## src/rtl/tetris_pkg.sv

```systemverilog
// Shared piece definitions for the piece stream path.
// PIECE_W        : width of a piece code
// NUM_PIECES_DEF : default number of distinct piece codes
// PIECE_*        : named piece codes
package tetris_pkg;
  localparam int PIECE_W        = 3;
  localparam int NUM_PIECES_DEF = 6;

  typedef logic [PIECE_W-1:0] piece_t;

  localparam piece_t PIECE_I = 3'd0;
  localparam piece_t PIECE_O = 3'd1;
  localparam piece_t PIECE_T = 3'd2;
  localparam piece_t PIECE_S = 3'd3;
  localparam piece_t PIECE_Z = 3'd4;
  localparam piece_t PIECE_L = 3'd5;
endpackage

```

## src/rtl/bag_tracker.sv

```systemverilog
// Bag randomizer: each piece code is handed out once per bag. Owns the bag
// mask and the consecutive-reject counter.
// clk, rst   : clock, async active-low reset
// rnd_in     : raw RNG sample
// fill_en    : queue can take a piece this cycle (already excludes flush)
// flush      : synchronous clear of bag state
// accept     : push_code should be pushed this cycle
// push_code  : code to push (the sample, or the lowest free code on fallback)
module bag_tracker
  import tetris_pkg::*;
#(
  parameter int NUM_PIECES   = NUM_PIECES_DEF,
  parameter int REJECT_LIMIT = 8
) (
  input  logic   clk,
  input  logic   rst,
  input  piece_t rnd_in,
  input  logic   fill_en,
  input  logic   flush,
  output logic   accept,
  output piece_t push_code
);
  localparam int RC_W = $clog2(REJECT_LIMIT + 1);

  logic [NUM_PIECES-1:0] bag_mask_q, bag_mask_d, mask_set;
  logic [RC_W-1:0]       reject_cnt_q, reject_cnt_d;
  logic                  is_free, fallback;
  piece_t                low_free;

  always_comb begin
    is_free  = 1'b0;
    low_free = '0;
    // Descending scan so the last write is the lowest free index.
    for (int i = NUM_PIECES - 1; i >= 0; i--)
      if (!bag_mask_q[i]) low_free = piece_t'(i);
    // Out-of-range samples never match any index, so they reject.
    for (int i = 0; i < NUM_PIECES; i++)
      if (rnd_in == piece_t'(i) && !bag_mask_q[i]) is_free = 1'b1;
    fallback  = !is_free && (reject_cnt_q == RC_W'(REJECT_LIMIT - 1));
    accept    = fill_en && (is_free || fallback);
    push_code = is_free ? rnd_in : low_free;
    mask_set  = bag_mask_q | (NUM_PIECES'(1) << push_code);

    bag_mask_d   = bag_mask_q;
    reject_cnt_d = reject_cnt_q;
    if (flush) begin
      bag_mask_d   = '0;
      reject_cnt_d = '0;
    end else if (accept) begin
      // Completing the bag starts a fresh one in the same cycle.
      bag_mask_d   = (&mask_set) ? '0 : mask_set;
      reject_cnt_d = '0;
    end else if (fill_en && reject_cnt_q != RC_W'(REJECT_LIMIT)) begin
      reject_cnt_d = reject_cnt_q + RC_W'(1);
    end
  end

  always_ff @(posedge clk or negedge rst) begin
    if (!rst) begin
      bag_mask_q   <= '0;
      reject_cnt_q <= '0;
    end else begin
      bag_mask_q   <= bag_mask_d;
      reject_cnt_q <= reject_cnt_d;
    end
  end
endmodule

```

## src/rtl/piece_queue.sv

```systemverilog
// Preview queue of upcoming pieces fed from the RNG through a bag randomizer.
// clk, rst    : clock, async active-low reset
// rnd_in      : RNG sample, may change every cycle
// flush       : synchronous clear for a new game (beats take)
// piece_take  : consumer pops the head this cycle
// piece_valid : head entry valid
// piece_out   : head piece code
// preview     : all entries, entry i at [3i+2:3i], empty slots read 0
// count       : valid entries, 0..DEPTH
module piece_queue
  import tetris_pkg::*;
#(
  parameter int NUM_PIECES   = NUM_PIECES_DEF,
  parameter int DEPTH        = 4,
  parameter int REJECT_LIMIT = 8
) (
  input  logic                       clk,
  input  logic                       rst,
  input  logic [PIECE_W-1:0]         rnd_in,
  input  logic                       flush,
  input  logic                       piece_take,
  output logic                       piece_valid,
  output logic [PIECE_W-1:0]         piece_out,
  output logic [PIECE_W*DEPTH-1:0]   preview,
  output logic [3:0]                 count
);
  logic [DEPTH-1:0][PIECE_W-1:0] entry_q, entry_d;
  logic [3:0]                    count_q, count_d, wr_idx;
  logic                          valid_q, valid_d;
  logic                          fill_en, pop, accept;
  piece_t                        push_code;

  // Eligibility uses the pre-pop count: a full queue popped this cycle
  // refills on the next one.
  assign fill_en = (count_q < 4'(DEPTH)) && !flush;
  assign pop     = piece_take && valid_q && !flush;

  bag_tracker #(
    .NUM_PIECES   (NUM_PIECES),
    .REJECT_LIMIT (REJECT_LIMIT)
  ) u_bag (
    .clk       (clk),
    .rst       (rst),
    .rnd_in    (rnd_in),
    .fill_en   (fill_en),
    .flush     (flush),
    .accept    (accept),
    .push_code (push_code)
  );

  always_comb begin
    entry_d = entry_q;
    count_d = count_q;
    wr_idx  = count_q;
    if (flush) begin
      entry_d = '0;
      count_d = '0;
    end else begin
      if (pop) begin
        // Shift toward the head; zero fills the vacated tail slot.
        for (int i = 0; i < DEPTH - 1; i++) entry_d[i] = entry_q[i+1];
        entry_d[DEPTH-1] = '0;
        wr_idx  = count_q - 4'd1;
        count_d = count_q - 4'd1;
      end
      if (accept) begin
        for (int i = 0; i < DEPTH; i++)
          if (wr_idx == 4'(i)) entry_d[i] = push_code;
        count_d = wr_idx + 4'd1;
      end
    end
    valid_d = (count_d != 4'd0);
  end

  always_ff @(posedge clk or negedge rst) begin
    if (!rst) begin
      entry_q <= '0;
      count_q <= '0;
      valid_q <= 1'b0;
    end else begin
      entry_q <= entry_d;
      count_q <= count_d;
      valid_q <= valid_d;
    end
  end

  assign piece_valid = valid_q;
  assign piece_out   = entry_q[0];
  assign preview     = entry_q;
  assign count       = count_q;
endmodule

```

## config.mk

```make
export PLATFORM = sky130hd
export DESIGN_NAME = piece_queue
export DESIGN_NICKNAME = d
export VERILOG_FILES = /design/src/rtl/tetris_pkg.sv /design/src/rtl/bag_tracker.sv /design/src/rtl/piece_queue.sv
export SDC_FILE = /design/constraint.sdc
export NUM_CORES = 1
export LEC_CHECK = 0
export BUFFER_PORTS_ARGS = -buffer_cell sky130_fd_sc_hd__buf_4
export CORE_MARGIN = 4
export CORE_UTILIZATION = 35
export CTS_BUF_LIST = sky130_fd_sc_hd__clkbuf_4 sky130_fd_sc_hd__clkbuf_8
export CTS_CLUSTER_DIAMETER = 50
export DETAILED_ROUTE_END_ITERATION = 10
export SKIP_CTS_REPAIR_TIMING = 1
export SYNTH_ARGS = -nofsm -noshare
export SYNTH_HDL_FRONTEND = slang
export SYNTH_SLANG_ARGS = --single-unit
export TNS_END_PERCENT = 5
```

## constraint.sdc

```tcl
create_clock -name clk -period 3.5 [get_ports clk]
set_clock_uncertainty 0.05 [all_clocks]
set_input_delay 0.7 -clock clk [delete_from_list [all_inputs] [get_ports clk]]
set_output_delay 0.7 -clock clk [all_outputs]
set_load 0.1 [all_outputs]
```

==> results.json <==
{
  "ios": 27,
  "place.gp.congestion": 0.797,
  "final_hold_viol_count": 0,
  "arrival_ns": 2.70,
  "dr.pass1.iters": 4,
  "avgViaCountPerCell": 5.50,
  "hpwl_mm": 3.14,
  "fp.dieArea_um2": 6660,
  "met3_length_um": 205,
  "initial_core_util_pct": 36.7,
  "clkTransAtPathRegs_ns": 0.10,
  "drt_wl_total_mm": 4.35,
  "setup_tns_ns": 0,
  "drv_cap": 0,
  "final_layout_size_suffix_gt1_share_pct": 20.9,
  "cpMaxStageDelayCell": "o31ai_2",
  "final_nets": 240,
  "tightest_slew_ns": 1.15,
  "synth.most_common_cell": "dfrtp_1",
  "synthTopCellsByArea": "dfrtp_1 36%, a211oi_1 7.9%, ha_1 4.6%",
  "synth-seq-cells": 27,
  "cts_root_buf": "clkbuf_8",
  "fmax_mhz": 382,
  "min_period_over_period_pct": 74.7,
  "top_layer_used": "met4",
  "synth_edf_count": 0,
  "relSlewSlack_pct": 23.2,
  "drc": 0,
  "setup_ws_ns": 0.885,
  "rsz0062_at_grt": "false",
  "met2_length_mm": 2.05,
  "status": "finished clean",
  "synth_ff_type": "dfrtp_1",
  "place_ws_ns": 0.583,
  "synth_seq_area_share_pct": 35.6,
  "antenna_cells": 0,
  "die_w_um": 81.6,
  "drtAntennaViolNets": 0,
  "drt-initial-drc-count": 100,
  "maxSlewViolCount": 0,
  "crit_path_end_kind": "register",
  "wl_per_cell_um": 14.8,
  "power_density_nw_per_um2": 634,
  "wl_met1_mm": 2.05,
  "min_path_type": "primary input to async pin",
  "irDropWorstVdd_v": 0.000323,
  "whs_ns": 0.271,
  "r2r_start": "u_bag.bag_mask_q[1]",
  "clock_latency_ns": 0.28,
  "setup_viol": 0,
  "synth_top_cells_by_count": "27 x dfrtp_1, 20 x a211oi_1, 16 x nor2_1",
  "place_area_um2": 2130,
  "rows": 26,
  "synthCells": 205,
  "p_leak_nw": 0.914,
  "cpMostUsedCell": "a211oi_1",
  "syn_avg_cell_area_um2": 9.25,
  "grt_usage_pct": 14.0,
  "path_max_fanout": 12,
  "crit_buf_inv": 1,
  "startpoint_type": "primary input",
  "grt_pass1_wl_mm": 7.41,
  "grt_overflow": 0,
  "grt_pass1_vias": 1493,
  "clockBufferDepth": 2,
  "syn-cell-area_um2": 1900,
  "synth_top_area_share_pct": 35.6,
  "die_h_um": 81.6,
  "area_growth_pct": 14.8,
  "synth_top_cell_by_area": "dfrtp_1",
  "min_period_ns": 2.61,
  "design_area_um2": 2180,
  "grt_max_degree": 30,
  "path_cells": "buf_4 -> mux2_4 -> o22ai_4 -> o31ai_2 -> nor3_2 -> a211oi_1 -> a211oi_1",
  "criticalPathCategory": "primary input to register",
  "crit_start": "rnd_in[2]",
  "htree_levels": 1,
  "cpLargestDelayFamily": "compound AO/OA/AOI/OAI gates",
  "port_buffers": 26,
  "async_flop_share_pct": 100,
  "ys_types": 57,
  "cts_sinks": 27,
  "crit_required_ns": 3.59,
  "yosysWarnings": 0,
  "fill_cells": 523,
  "cts_buffers": 3,
  "vias": 1623,
  "cts_tree": "done",
  "antenna_found_initial": 0,
  "critical_path.max_stage_delay_ns": 0.96,
  "core_um2": 5170,
  "synth_nets": 219
}
## metal layers
metal  vias up  track usage (%)
met3         4             1.32
met4         0             3.49
met2        37             22.6
met1       792             20.1
met5         -                0
li1        790                -
## placed cells by master (no fill, tap or decap), types with 3 or more instances in the layout
master / count
a21oi_1: 9
nand2_1: 6
clkbuf_8: 3
inv_1: 14
buf_4: 29
nor2b_1: 3
and2_1: 11
mux2i_1: 4
nor2_1: 16
dfrtp_1: 27
nor3_1: 10
or3_1: 4
a211oi_1: 20
nand3_1: 4
mux2_1: 3
ha_1: 7
xnor2_1: 5
o21ai_0: 5
## area by class of cell
type	count	area (µm²)	area share (%)
clock buffer	3	41.3	1.90
clock inverter	1	5.00	0.230
multi-input combinational	151	1100	50.4
timing repair buffer	29	218	10.0
inverter	14	52.6	2.41
sequential	27	676	31.0
tap	70	87.6	4.02
## through the flow
step,total power [mW],utilization (%),std cells
after floorplan,1.06,-,205
after global placement,1.21,41.2,291
after detailed placement,1.21,41.2,291
after CTS,1.39,42.1,295
after global routing,1.47,42.1,295
final,1.38,42.1,295
## state kept, by name, indices dropped and copies added (netlist names)
signal / flops
piece_valid: 1
piece_out: 3
u_bag.reject_cnt_q: 4
u_bag.bag_mask_q: 6
preview: 9
count: 4
## cells by family after synthesis
| kind of cell | count (synthesis) | synth area share [%] |
|---|---|---|
| xor+xnor | 6 | 2.77 |
| buf+inv | 27 | 6.53 |
| flops | 27 | 35.6 |
| fa+ha+maj | 7 | 4.62 |
| compound gates | 56 | 22.4 |
| simple gates | 71 | 21.3 |
| mux | 11 | 6.79 |
## worst paths after layout
check | slack, ns | end | depth (start not counted)
worst max-delay path | 0.89 | piece_out[0] | 7
worst min-delay path | 0.27 | count[2] | 1
worst max register to register | 0.90 | piece_out[0] | 6
worst min register to register | 0.54 | u_bag.reject_cnt_q[3] | 2
max in group asynchronous | 2.87 | u_bag.reject_cnt_q[0] | 1
min in group clk | 0.54 | u_bag.reject_cnt_q[3] | 2
## where the power goes
| group | total (mW) | internal, mW | switching [mW] |
|---|---|---|---|
| Combinational | 0.781 | 0.207 | 0.574 |
| Sequential | 0.419 | 0.357 | 0.0615 |
| Clock | 0.180 | 0.0799 | 0.0998 |
## worst register-to-register path, cell delays in order (launching register included)
cell and delay, ns:
dfrtp_1 0.54, mux2_4 0.24, o22ai_4 0.12, o31ai_2 0.96
nor3_2 0.21, a211oi_1 0.28, a211oi_1 0.07
Note: power is estimated with default switching activity, not from simulation.
